==> src/rtl/time_redundancy_pkg.sv <==
// Shared definitions for the time-redundancy start/end block pair.
// ID parity encoding and replica-index sizing live here so both ends agree.
package time_redundancy_pkg;

    localparam int unsigned MaxIdSize = 32;

    typedef enum logic [0:0] {
        ST_IDLE  = 1'b0,
        ST_ISSUE = 1'b1
    } nmr_state_e;

    // Width of the replica index: max(1, clog2(replicas)).
    function automatic int unsigned rep_idx_width(input int unsigned replicas);
        return (replicas <= 1) ? 1 : $clog2(replicas);
    endfunction

    // Returns {^cnt, cnt} right-aligned in an id_size-bit field.
    function automatic logic [MaxIdSize-1:0] id_with_parity(input logic [MaxIdSize-1:0] cnt,
                                                             input int unsigned      id_size);
        logic [MaxIdSize-1:0] mask;
        logic [MaxIdSize-1:0] low;
        mask = (MaxIdSize'(1) << (id_size - 1)) - MaxIdSize'(1);
        low  = cnt & mask;
        return low | (MaxIdSize'(^low) << (id_size - 1));
    endfunction

endpackage

==> src/rtl/time_nmr_id_gen.sv <==
// Item ID source: parity-protected wrapping counter or external ID,
// registered on every upstream accept.
module time_nmr_id_gen
    import time_redundancy_pkg::*;
#(
    parameter int unsigned IDSize        = 2,
    parameter bit          UseExternalId = 1'b0
) (
    input  logic              clk_i,
    input  logic              rst_ni,
    input  logic              accept_i,
    input  logic [IDSize-1:0] id_i,
    output logic [IDSize-1:0] id_o,
    output logic [IDSize-1:0] next_id_o
);

    localparam int unsigned CntW = (IDSize > 1) ? IDSize - 1 : 1;

    logic [IDSize-1:0] r_id_q;
    logic [CntW-1:0]   w_cnt;
    logic [IDSize-1:0] w_int_id;

    // Counter field wraps naturally at 2^(IDSize-1); MSB carries its parity.
    assign w_cnt     = r_id_q[CntW-1:0] + CntW'(1);
    assign w_int_id  = IDSize'(id_with_parity(MaxIdSize'(w_cnt), IDSize));
    assign next_id_o = UseExternalId ? id_i : w_int_id;
    assign id_o      = r_id_q;

    always_ff @(posedge clk_i or negedge rst_ni) begin
        if (!rst_ni) begin
            r_id_q <= '0;
        end else if (accept_i) begin
            r_id_q <= next_id_o;
        end
    end

endmodule

==> src/rtl/time_nmr_start.sv <==
// Time-redundancy issue stage: re-issues each accepted item Replicas times
// (or once when redundancy is disabled), tagging copies with ID and index.
module time_nmr_start
    import time_redundancy_pkg::*;
#(
    parameter type         DataType      = logic,
    parameter int unsigned Replicas      = 2,
    parameter int unsigned IDSize        = 2,
    parameter bit          UseExternalId = 1'b0,
    localparam int unsigned RepIdxWidth  = rep_idx_width(Replicas)
) (
    input  logic                   clk_i,
    input  logic                   rst_ni,
    input  logic                   enable_i,
    input  logic                   flush_i,
    output logic [IDSize-1:0]      next_id_o,
    input  DataType                data_i,
    input  logic [IDSize-1:0]      id_i,
    input  logic                   valid_i,
    output logic                   ready_o,
    output DataType                data_o,
    output logic [IDSize-1:0]      id_o,
    output logic [RepIdxWidth-1:0] rep_idx_o,
    output logic                   last_o,
    output logic                   valid_o,
    input  logic                   ready_i
);

    localparam logic [RepIdxWidth-1:0] LastRep = RepIdxWidth'(Replicas - 1);

    nmr_state_e             r_state;
    DataType                r_data;
    logic [RepIdxWidth-1:0] r_rep;
    logic                   r_mode;
    logic [IDSize-1:0]      w_id_q;
    logic                   w_accept;
    logic                   w_last_issue;

    assign w_accept     = (r_state == ST_IDLE) && valid_i;
    assign w_last_issue = (r_rep == LastRep) || !r_mode;

    time_nmr_id_gen #(
        .IDSize        (IDSize),
        .UseExternalId (UseExternalId)
    ) u_id_gen (
        .clk_i     (clk_i),
        .rst_ni    (rst_ni),
        .accept_i  (w_accept),
        .id_i      (id_i),
        .id_o      (w_id_q),
        .next_id_o (next_id_o)
    );

    // Copy 0 passes straight through in IDLE; later copies come from the held item.
    always_comb begin
        ready_o   = 1'b1;
        valid_o   = valid_i;
        data_o    = data_i;
        id_o      = next_id_o;
        rep_idx_o = '0;
        last_o    = ~enable_i;
        if (r_state == ST_ISSUE) begin
            ready_o   = 1'b0;
            valid_o   = 1'b1;
            data_o    = r_data;
            id_o      = w_id_q;
            rep_idx_o = r_rep;
            last_o    = w_last_issue;
        end
    end

    always_ff @(posedge clk_i or negedge rst_ni) begin
        if (!rst_ni) begin
            r_state <= ST_IDLE;
            r_data  <= '0;
            r_rep   <= '0;
            r_mode  <= 1'b0;
        end else begin
            if (w_accept) begin
                r_data <= data_i;
                r_mode <= enable_i;
            end
            // Flush wins over any sequencing decision this cycle.
            if (flush_i) begin
                r_state <= ST_IDLE;
                r_rep   <= '0;
            end else begin
                case (r_state)
                    ST_IDLE: begin
                        if (valid_i) begin
                            if (!ready_i) begin
                                r_rep   <= '0;
                                r_state <= ST_ISSUE;
                            end else if (enable_i) begin
                                r_rep   <= RepIdxWidth'(1);
                                r_state <= ST_ISSUE;
                            end
                        end
                    end
                    ST_ISSUE: begin
                        if (ready_i) begin
                            if (w_last_issue) begin
                                r_state <= ST_IDLE;
                                r_rep   <= '0;
                            end else begin
                                r_rep <= r_rep + RepIdxWidth'(1);
                            end
                        end
                    end
                    default: r_state <= ST_IDLE;
                endcase
            end
        end
    end

endmodule

==> config.mk <==
export PLATFORM = sky130hd
export DESIGN_NAME = time_nmr_start
export DESIGN_NICKNAME = d
export VERILOG_FILES = /design/src/rtl/time_redundancy_pkg.sv /design/src/rtl/time_nmr_id_gen.sv /design/src/rtl/time_nmr_start.sv
export SDC_FILE = /design/constraint.sdc
export NUM_CORES = 1
export LEC_CHECK = 0
export BUFFER_PORTS_ARGS = -buffer_cell sky130_fd_sc_hd__clkbuf_2
export CORE_AREA = 5 5 42 44
export CTS_CLUSTER_DIAMETER = 120
export DETAILED_ROUTE_END_ITERATION = 7
export DIE_AREA = 0 0 47 49
export GPL_ROUTABILITY_DRIVEN = 0
export PLACE_DENSITY_LB_ADDON = 0.12
export SLEW_MARGIN = 15
export SYNTH_ARGS = -nofsm -noshare
export SYNTH_HDL_FRONTEND = slang
export SYNTH_SLANG_ARGS = --single-unit
==> constraint.sdc <==
create_clock -name clk_i -period 1 [get_ports clk_i]
set_input_delay 0.2 -clock clk_i [delete_from_list [all_inputs] [get_ports clk_i]]
set_output_delay 0.2 -clock clk_i [all_outputs]
set_load 0.01 [all_outputs]
After elaboration in Yosys (flattened, before gate mapping)
Index checks and enable logic that the tools add are counted.
- register bits: 6
- output and inout port bits: 9
- equality and inequality tests: 3
- bitwise operators: 3
- $add $sub $neg: 2
- multiplexer cells: 20
- reduce and logical (&&, ||, !) cells: 5
- operators by type and width (cell ; number):
    32-bit XOR reduction ; 1
    1-bit 2-to-1 mux ; 17
    3-bit != test (second input constant) ; 2
    4-bit != test (second input constant) ; 1
    1-bit one-hot mux with 2 select lines ; 2
    3-bit AND reduction ; 1
    1-bit adder (second input constant) ; 2
    2-bit 2-to-1 mux ; 1
    1-bit inverter ; 2
    1-bit by 2-bit OR with 2-bit output ; 1
    1-bit logical AND ; 1
    1-bit zero test ; 1
    1-bit logical OR ; 1

Logic depth before layout (Yosys ltp)
Gate-level depths: netlist of the first run.
- depth in word-level cells: 6
- depth in mapped cells: 4
- mapped depth without buffers: 3

Hierarchy
From an unflattened synthesis of the first run, not the netlist that was laid out.
- cell total of the unflattened synthesis: 30
- area, all modules: 329.1 um^2
- modules (own cells, without submodules) (module ; instances ; cells an instance ; sequential area each (um^2) ; area an instance (um^2)):
    time_nmr_start ; 1 ; 24 ; 100.1 ; 269.0
    time_nmr_id_gen ; 1 ; 6 ; 25.0 ; 60.1

Worst setup path before layout of the first run
Ideal clock, no wire load.
- kind: register -> output
- start: reg r_state
- end: out id_o[1]
- arrival time: 0.948 ns
- required time: 0.800 ns
- cell stages (with the launch flop): 4
- path buffers: 2
- path slack: -0.148 ns
- cell sequence: dfrtp_1 -> buf_6 -> xnor2_1 -> buf_4
- word-level cells in the longest chain between the ends: 1
- RTL lines (what ; line ; source):
    from (decl) ; time_nmr_start.sv:31 ; nmr_state_e r_state;
    from (signal assigned) ; time_nmr_start.sv:74 ; r_state <= ST_IDLE;
    from (signal assigned) ; time_nmr_start.sv:85 ; r_state <= ST_IDLE;
    from (signal assigned) ; time_nmr_start.sv:93 ; r_state <= ST_ISSUE;
    2-bit 2-to-1 mux ; time_nmr_start.sv:62 ; if (r_state == ST_ISSUE) begin
    to (decl) ; time_nmr_start.sv:22 ; output logic [IDSize-1:0] id_o,
No other way between the ends.

Final worst setup path of the first run
- start: reg r_state
- end: out data_o
- word-level cells in the longest chain between the ends: 1
- RTL lines (what ; line ; source):
    1-bit 2-to-1 mux ; time_nmr_start.sv:62 ;
    to (decl) ; time_nmr_start.sv:21 ; output DataType data_o,
No other way between the ends.

==> results by group, run 1 <==
Run status
  • Run status: finished, violations left
  • Failing checks: negative setup slack

Yosys
  • Post-synth EDFFs: 0
  • Yosys top cell area share: 40.0%
  • Post-synth top cells: dfrtp_1, buf_4, inv_1
  • Post-synth ARST share: 100%
  • YS warnings: 0
  • Net count after synthesis: 37
  • Most used DFF post-synth: dfrtp_1
  • Post-synthesis area per instance: 11.2 µm²
  • Most frequent cell after synthesis: dfrtp_1
  • Leading area contributor after synthesis: dfrtp_1
  • Synth top area cells: dfrtp_1, mux2_4, buf_4
  • FF+latch count, synth: 5
  • Area of the mapped netlist: 313 µm²
  • Mapped Cells: 28
  • Sequential-to-total area share from yosys stat: 40.0%
  • Distinct cell type count after synthesis: 16

Floorplan
  • Die area: 2300 µm²
  • DIE HEIGHT: just under 50 µm
  • I/O pin cnt: 18
  • Core Area: around 1400 µm²
  • Rows: 14
  • Starting density of the core: 22.3%
  • DIE WIDTH: 47 µm

Detailed routing
  • DR DRC count: 0
  • Drt via density: 4.34
  • ANT nets after route: 0
  • Routed WL per cell: 12.1 µm
  • DRT iter0 DRCs: 1
  • Via count: 291
  • First-pass DRT Iterations: 2
  • Total length of routed wires: 811 µm

Critical path
  • CP Launch Type: register
  • Reg-to-reg startpoint: r_state$_DFF_PN0_
  • Path depth of the worst reg2reg path: 2
  • Crit-path max FO: 5
  • Worst reg2reg path endpoint: r_data$_DFFE_PN0P_
  • Crit path DAT: between 1000 and 1500 ps
  • WS Path Type: reg -> out
  • R2r setup slk: -60 ps
  • CP endpoint kind: output pin
  • Worst Path Required: approximately 800 ps

Placed design
  • Post-DP Area: 427 µm²
  • Detail Placement HPWL: 615 µm
  • PortBufs: 15
  • Worst slack, placed: -123 ps

STA
  • Tmin final: between 1000 and 1500 ps
  • Final Max Tran Viols: 0
  • Slew margin rel.: 85.4%
  • Worst Tran Pin Value: 217 ps
  • Skew final: 5.84 ps
  • Slack of the critical path: -327 ps
  • Final Hold Fails: 0
  • RSZ-0062 raised after global routing: true
  • Setup TNS Final: -2150 ps
  • Fmax: 0.753 GHz
  • Tcrit/Tclk final: 133%
  • # setup viols final: 13

Power and ir drop
  • Power Dens Cells: 1870 nW/µm²
  • Worst vdd ir: 0.000667 V
  • Leak: 0.275 nW
  • Final Power: 1.04 mW

Final layout
  • Final Cell Area: 554 µm²
  • Post-layout util: 39.6%
  • Filler cells: 143
  • Synth-to-layout area growth: 77.2%
  • # diodes: 0
  • Share of cells above drive strength 1: 82.4%
  • Final net count: 61

Hold path
  • Hold path cells: 2
  • Hold Crit Class: in -> reg
  • Hold EP: r_state$_DFF_PN0_
  • Hold Path Origin: flush_i

Clock tree
  • Worst skew pair latency: 240 ps
  • CTS Sinks: 5
  • Clock Root Buffer: clkbuf_4
  • Bufs on Longest Clock Path: 2
  • H-tree levels: 1
  • CTS tree: built
  • Total CTS buffers: 3
  • Clock slew at reported path FFs: 40 ps

Global routing
  • Global Route Usage Sum: 8.75%
  • Vias in the first global route: roughly 360
  • Largest net degree at the start of global routing: 6
  • Initial antenna violation count: 0
  • GRT Residual Overflow: 0
  • First-pass GRT wire length: 1.38 mm

Job
  • Max_cap viols: 0
-- cell type report --
| type | instances | area [µm²] | area share, % |
|---|---|---|---|
| inverters | 3 | 11.3 | 2.03 |
| flip-flops and latches | 5 | 126 | 22.8 |
| clock buffers | 4 | 26.3 | 4.74 |
| repair buffers | 23 | 180 | 32.5 |
| well taps | 16 | 20.0 | 3.61 |
| multi-input cells | 16 | 190 | 34.3 |
-- worst max-delay path, stage by stage, from the launching register on --
cell and delay [ps]:
dfrtp_2 450, mux2_4 320, buf_6 120
-- cells in the final DEF (no fill, tap or decap) --
| cell | n |
|---|---|
| buf_2 | 3 |
| mux2_4 | 3 |
| mux2i_1 | 1 |
| nor2b_4 | 1 |
| buf_6 | 8 |
| dfrtp_1 | 4 |
| dfrtp_2 | 1 |
| and2_4 | 1 |
| nor4_2 | 1 |
| inv_1 | 1 |
| a211oi_2 | 2 |
| clkbuf_4 | 3 |
| clkbuf_2 | 7 |
| nor2_4 | 1 |
| inv_2 | 2 |
| a21oi_1 | 1 |
| nor2_2 | 1 |
| clkbuf_1 | 1 |
| buf_4 | 4 |
| dlygate4sd3_1 | 1 |
| nand2_2 | 1 |
| xnor2_2 | 2 |
| nand2b_4 | 1 |
-- worst max-delay path by stage --
stage	start	to	slack [ps]	depth (start not counted)
final	r_state$_DFF_PN0_	data_o	-330	2
after global routing	r_state$_DFF_PN0_	data_o	-370	2
after CTS	r_state$_DFF_PN0_	data_o	-340	2
after detailed placement	r_state$_DFF_PN0_	data_o	-120	2
after global placement	r_state$_DFF_PN0_	data_o	-100	2
after floorplan	r_state$_DFF_PN0_	id_o[1]	-50	3
-- metal layers --
metal / wire [µm] / vias up / track usage [%]
met2: 426 / 13 / 12.9
li1: - / 136 / -
met4: 6 / 0 / 6.91
met5: 0 / - / 0
met1: 308 / 140 / 9.29
met3: 70 / 2 / 3.69
-- report_power, final --
part           leakage [nW]  switching [mW]  internal, mW
clock                0.0150          0.0844         0.151
sequential           0.0601          0.0454         0.242
combinational         0.200           0.203         0.311
-- cells by family (layout without fill, tap and decap cells) --
family	Yosys count	after routing	share of synthesized area, %
compound gates	3	3	6.40
xor+xnor	2	2	5.60
buf+inv	7	30	14.4
flops	5	5	40.0
mux	4	4	16.4
simple gates	7	7	17.2
-- state kept, by name, summed over array words and instances (netlist names) --
name / cells
r_rep: 1
u_id_gen.id_o: 1
r_mode: 1
r_state: 1
r_data: 1
-- stage by stage --
stage / instances / hold WS [ps]
6_report: 67 / 144
5_1_grt: 67 / 139
4_1_cts: 68 / 130
3_5_place_dp: 61 / 31.5
3_3_place_gp: 61 / 26.5
2_1_floorplan: 28 / -95.6
-- what timing repair did --
action                                  4_1_cts  5_1_grt
hold buffers                                  1        0
setup buffers                                 2        1
hold endpoints to repair                      5        0
gates resized for setup                       3       26
gates cloned                                  0        0
endpoints found under the setup margin       14       14
pin swaps                                     1        2
(Power assumes the default switching activity.)
==> run 2: changes to the inputs <==
--- a/config.mk
+++ b/config.mk
@@ -5,6 +5,7 @@
 export SDC_FILE = /design/constraint.sdc
 export NUM_CORES = 1
 export LEC_CHECK = 0
+export ABC_AREA = 1
 export BUFFER_PORTS_ARGS = -buffer_cell sky130_fd_sc_hd__clkbuf_2
 export CORE_AREA = 5 5 42 44
 export CTS_CLUSTER_DIAMETER = 120
==> run 2 against run 1 <==
Net effect:
- the flow still finishes with violations (negative setup slack)
- clock-buffer cell count unchanged
- maximum frequency is 0.23% lower
- clock skew is 3.7 ps higher
- power fell by 14%
- routed wire length is 3.7% lower
- critical path depth increased by 1
- sequential share of layout area fell by 1.4 points
- register-to-register slack got worse by 90 ps
- sequential cell count unchanged
- synthesized cell count up 61%
- highest routed layer is now met3
==> results by group, run 2 <==
Run status
  • Run status: finished, violations left
  • Failing checks: negative setup slack

Detailed routing
  • Drt via density: 4.10 (-5.5%)
  • Via count: 353 (+21%)
  • Total length of routed wires: 781 µm (-3.7%)
  • First-pass DRT Iterations: 3 (+1)
  • ANT nets after route: 0 (unchanged)
  • DR DRC count: 0 (unchanged)
  • DRT iter0 DRCs: 5 (+4)
  • Routed WL per cell: 9.08 µm (-25%)

Floorplan
  • DIE WIDTH: 47 µm (unchanged)
  • Die area: 2300 µm² (unchanged)
  • I/O pin cnt: 18 (unchanged)
  • Rows: 14 (unchanged)
  • DIE HEIGHT: 49 µm (unchanged)
  • Starting density of the core: 23.9% (+1.6 points)
  • Core Area: 1400 µm² (unchanged)

STA
  • RSZ-0062 raised after global routing: true
  • Slack of the critical path: -330 ps (-3.11 ps)
  • Final Max Tran Viols: 0 (unchanged)
  • Fmax: 0.752 GHz (-0.23%)
  • Final Hold Fails: 0 (unchanged)
  • Skew final: 9.51 ps (+3.67 ps)
  • Slew margin rel.: 88.8% (+3.4 points)
  • Worst Tran Pin Value: 168 ps (-49.3 ps)
  • Tmin final: 1330 ps (+3.11 ps)
  • # setup viols final: 12 (-1)
  • WHS: 162 ps (+18.2 ps)
  • Tcrit/Tclk final: 133% (+0.31 points)

Power and ir drop
  • Worst vdd ir: 0.000743 V (+11%)
  • Clock share of power: 26.3% (+3.6 points)
  • Internal: 614 µW (-13%)
  • Gate power share: 43.8% (-5.8 points)
  • Final Power: 897 µW (-14%)
  • Sw power: 283 µW (-15%)
  • Flop pwr share: 29.9% (+2.2 points)
  • Switching portion of total power: 31.5% (-0.57 points)
  • Power Dens Cells: 1510 nW/µm² (-20%)
  • Leak: 0.324 nW (+18%)

Final layout
  • Final net count: 80 (+31%)
  • # diodes: 0 (unchanged)
  • Post-layout util: 42.5% (+2.9 points)
  • Share of cells above drive strength 1: 60.0% (-22 points)
  • Fin cells: 86 (+28%)
  • Commonest non-fill, non-tap cells in the layout: buf_6, nand2_1, clkbuf_2
  • Filler cells: 143 (unchanged)
  • Synth-to-layout area growth: 77.6%
  • Most common cell after layout, fill and taps aside: buf_6

Critical path
  • WS Path Type: reg -> out
  • Crit path DAT: 1130 ps (about the same)
  • Crit path top cell by count: buf_6
  • Worst Path Required: 800 ps (about the same)
  • CP Launch Type: register
  • Path depth of the worst reg2reg path: 6 (+4)
  • Worst-path cell chain: buf_6 -> xnor2_4 -> buf_6
  • Crit-path max FO: 5 (unchanged)
  • Max incr delay on CP: 450 ps (about the same)
  • CP max-delay cell: dfrtp_2
  • CP endpoint kind: output pin

Global routing
  • Largest net degree at the start of global routing: 6 (unchanged)
  • Initial antenna violation count: 0 (unchanged)
  • Top Usage Layer GRT: met2
  • GRT Residual Overflow: 0 (unchanged)
  • Met3 usage: 5.54% (+1.8 points)
  • Vias in the first global route: 312 (-13%)
  • GR Util met2: 10.4% (-2.5 points)
  • Met1 Use GR: 9.42% (+0.13 points)
  • First-pass GRT wire length: 1.24 mm (-11%)
  • Global Route Usage Sum: 7.51% (-1.2 points)

Clock tree
  • Clock Root Buffer: clkbuf_4
  • Clock slew at reported path FFs: 50 ps (about the same)
  • Bufs on Longest Clock Path: 2 (unchanged)
  • H-tree levels: 1 (unchanged)
  • Total CTS buffers: 3 (unchanged)
  • CTS Sinks: 5 (unchanged)
  • CTS tree: built
  • Worst skew pair latency: 250 ps (about the same)

Hold path
  • Hold Crit Class: in -> reg
  • Hold path cells: 2 (unchanged)

Yosys
  • Adder-cell share of the synthesized area: 0% (unchanged)
  • Compound-Gate Fraction of Synth Area: 7.46% (+1.1 points)
  • Yosys top cell area share: 37.3% (-2.7 points)
  • Post-synth EDFFs: 0 (unchanged)
  • Combinational family with the most area after synthesis: simple AND/OR/NAND/NOR gates
  • Post-Synth Simple-Gate Area: 29.1% (+12 points)
  • Area of the mapped netlist: 335 µm² (+7.2%)
  • Most used DFF post-synth: dfrtp_1
  • Sequential-to-total area share from yosys stat: 37.3% (-2.7 points)
  • Post-synth ARST share: 100% (unchanged)
  • Net count after synthesis: 54 (+46%)
  • XOR/XNOR Fraction of Synth Area: 4.85% (-0.75 points)
  • Synth top area cells: dfrtp_1, nand2_1, inv_1
  • Post-synthesis area per instance: 7.45 µm² (-33%)
  • FF+latch count, synth: 5 (unchanged)
  • Leading area contributor after synthesis: dfrtp_1
  • Mux cell area share after synthesis: 0% (-16 points)
  • Mapped Cells: 45 (+61%)
  • Distinct cell type count after synthesis: 16 (unchanged)
  • Post-synth top cells: nand2_1, inv_1, dfrtp_1
  • Most frequent cell after synthesis: nand2_1
  • YS warnings: 0 (unchanged)

Placed design
  • Placed Instances: 77 (+26%)
  • Detail Placement HPWL: 610 µm (-0.73%)
  • PortBufs: 15 (unchanged)

Job
  • Max_cap viols: 0 (unchanged)
run 2: stage by stage:
stage	cell area (µm²)	setup slack (ps)	setup TNS, ps
global route	596	-391	-3080
detailed placement	448	-135	-797
floorplan	349	-14.4	-14.4
finish	596	-330	-2350
CTS	539	-347	-2710
global placement	448	-157	-1010
run 2: final timing paths:
kind	start	to	slack, ps
min in group asynchronous	rst_ni	u_id_gen.id_o[0]$_DFFE_PN0P_	300
min	valid_i	u_id_gen.id_o[0]$_DFFE_PN0P_	160
max in group asynchronous	rst_ni	r_state$_DFF_PN0_	540
max	r_state$_DFF_PN0_	id_o[0]	-330
max reg2reg	r_state$_DFF_PN0_	r_rep$_DFFE_PN0P_	-150
min reg2reg	r_data$_DFFE_PN0P_	r_data$_DFFE_PN0P_	490
run 2: logic make-up after synthesis:
family	after synthesis
simple gates	20
flops	5
compound gates	5
buf+inv	14
xor+xnor	1
run 2: routing by layer:
| layer | part of all wire (%) | vias to the layer above | wire (µm) |
|---|---|---|---|
| met5 | 0 | - | 0 |
| met4 | 0 | 0 | 0 |
| met3 | 7.8 | 0 | 61 |
| met2 | 48 | 11 | 372 |
| met1 | 44 | 159 | 347 |
| li1 | - | 183 | - |
run 2: power groups by stage:
stage	Combinational, mW	Sequential (mW)	Clock, mW
2_1_floorplan	0.215	0.258	0
3_3_place_gp	0.276	0.266	0
3_5_place_dp	0.274	0.265	0
4_1_cts	0.312	0.264	0.249
5_1_grt	0.429	0.275	0.262
6_report	0.393	0.268	0.236
run 2: layout make-up:
class	instances	area, µm²	share of cell area (%)
inverter	10	40.0	6.72
sequential	5	128	21.4
timing repair buffer	25	209	35.1
multi-input combinational	26	173	29.0
tap	16	20.0	3.36
clock buffer	4	26.3	4.41
run 2: critical path: cells and delay by family (launching register included):
| family | cells | cell delay [ps] |
|---|---|---|
| buffers and inverters | 2 | 280 |
| flip-flops | 1 | 450 |
| XOR/XNOR | 1 | 160 |
run 2: repair_timing:
action | 4_1_cts | 5_1_grt
endpoints found under the setup margin | 13 | 13
gates resized for setup | 12 | 21
endpoints found under the hold margin | 5 | 0
buffers inserted | 3 | 3
gates cloned | 0 | 0
hold buffers | 1 | 0
pin swaps | 1 | 3
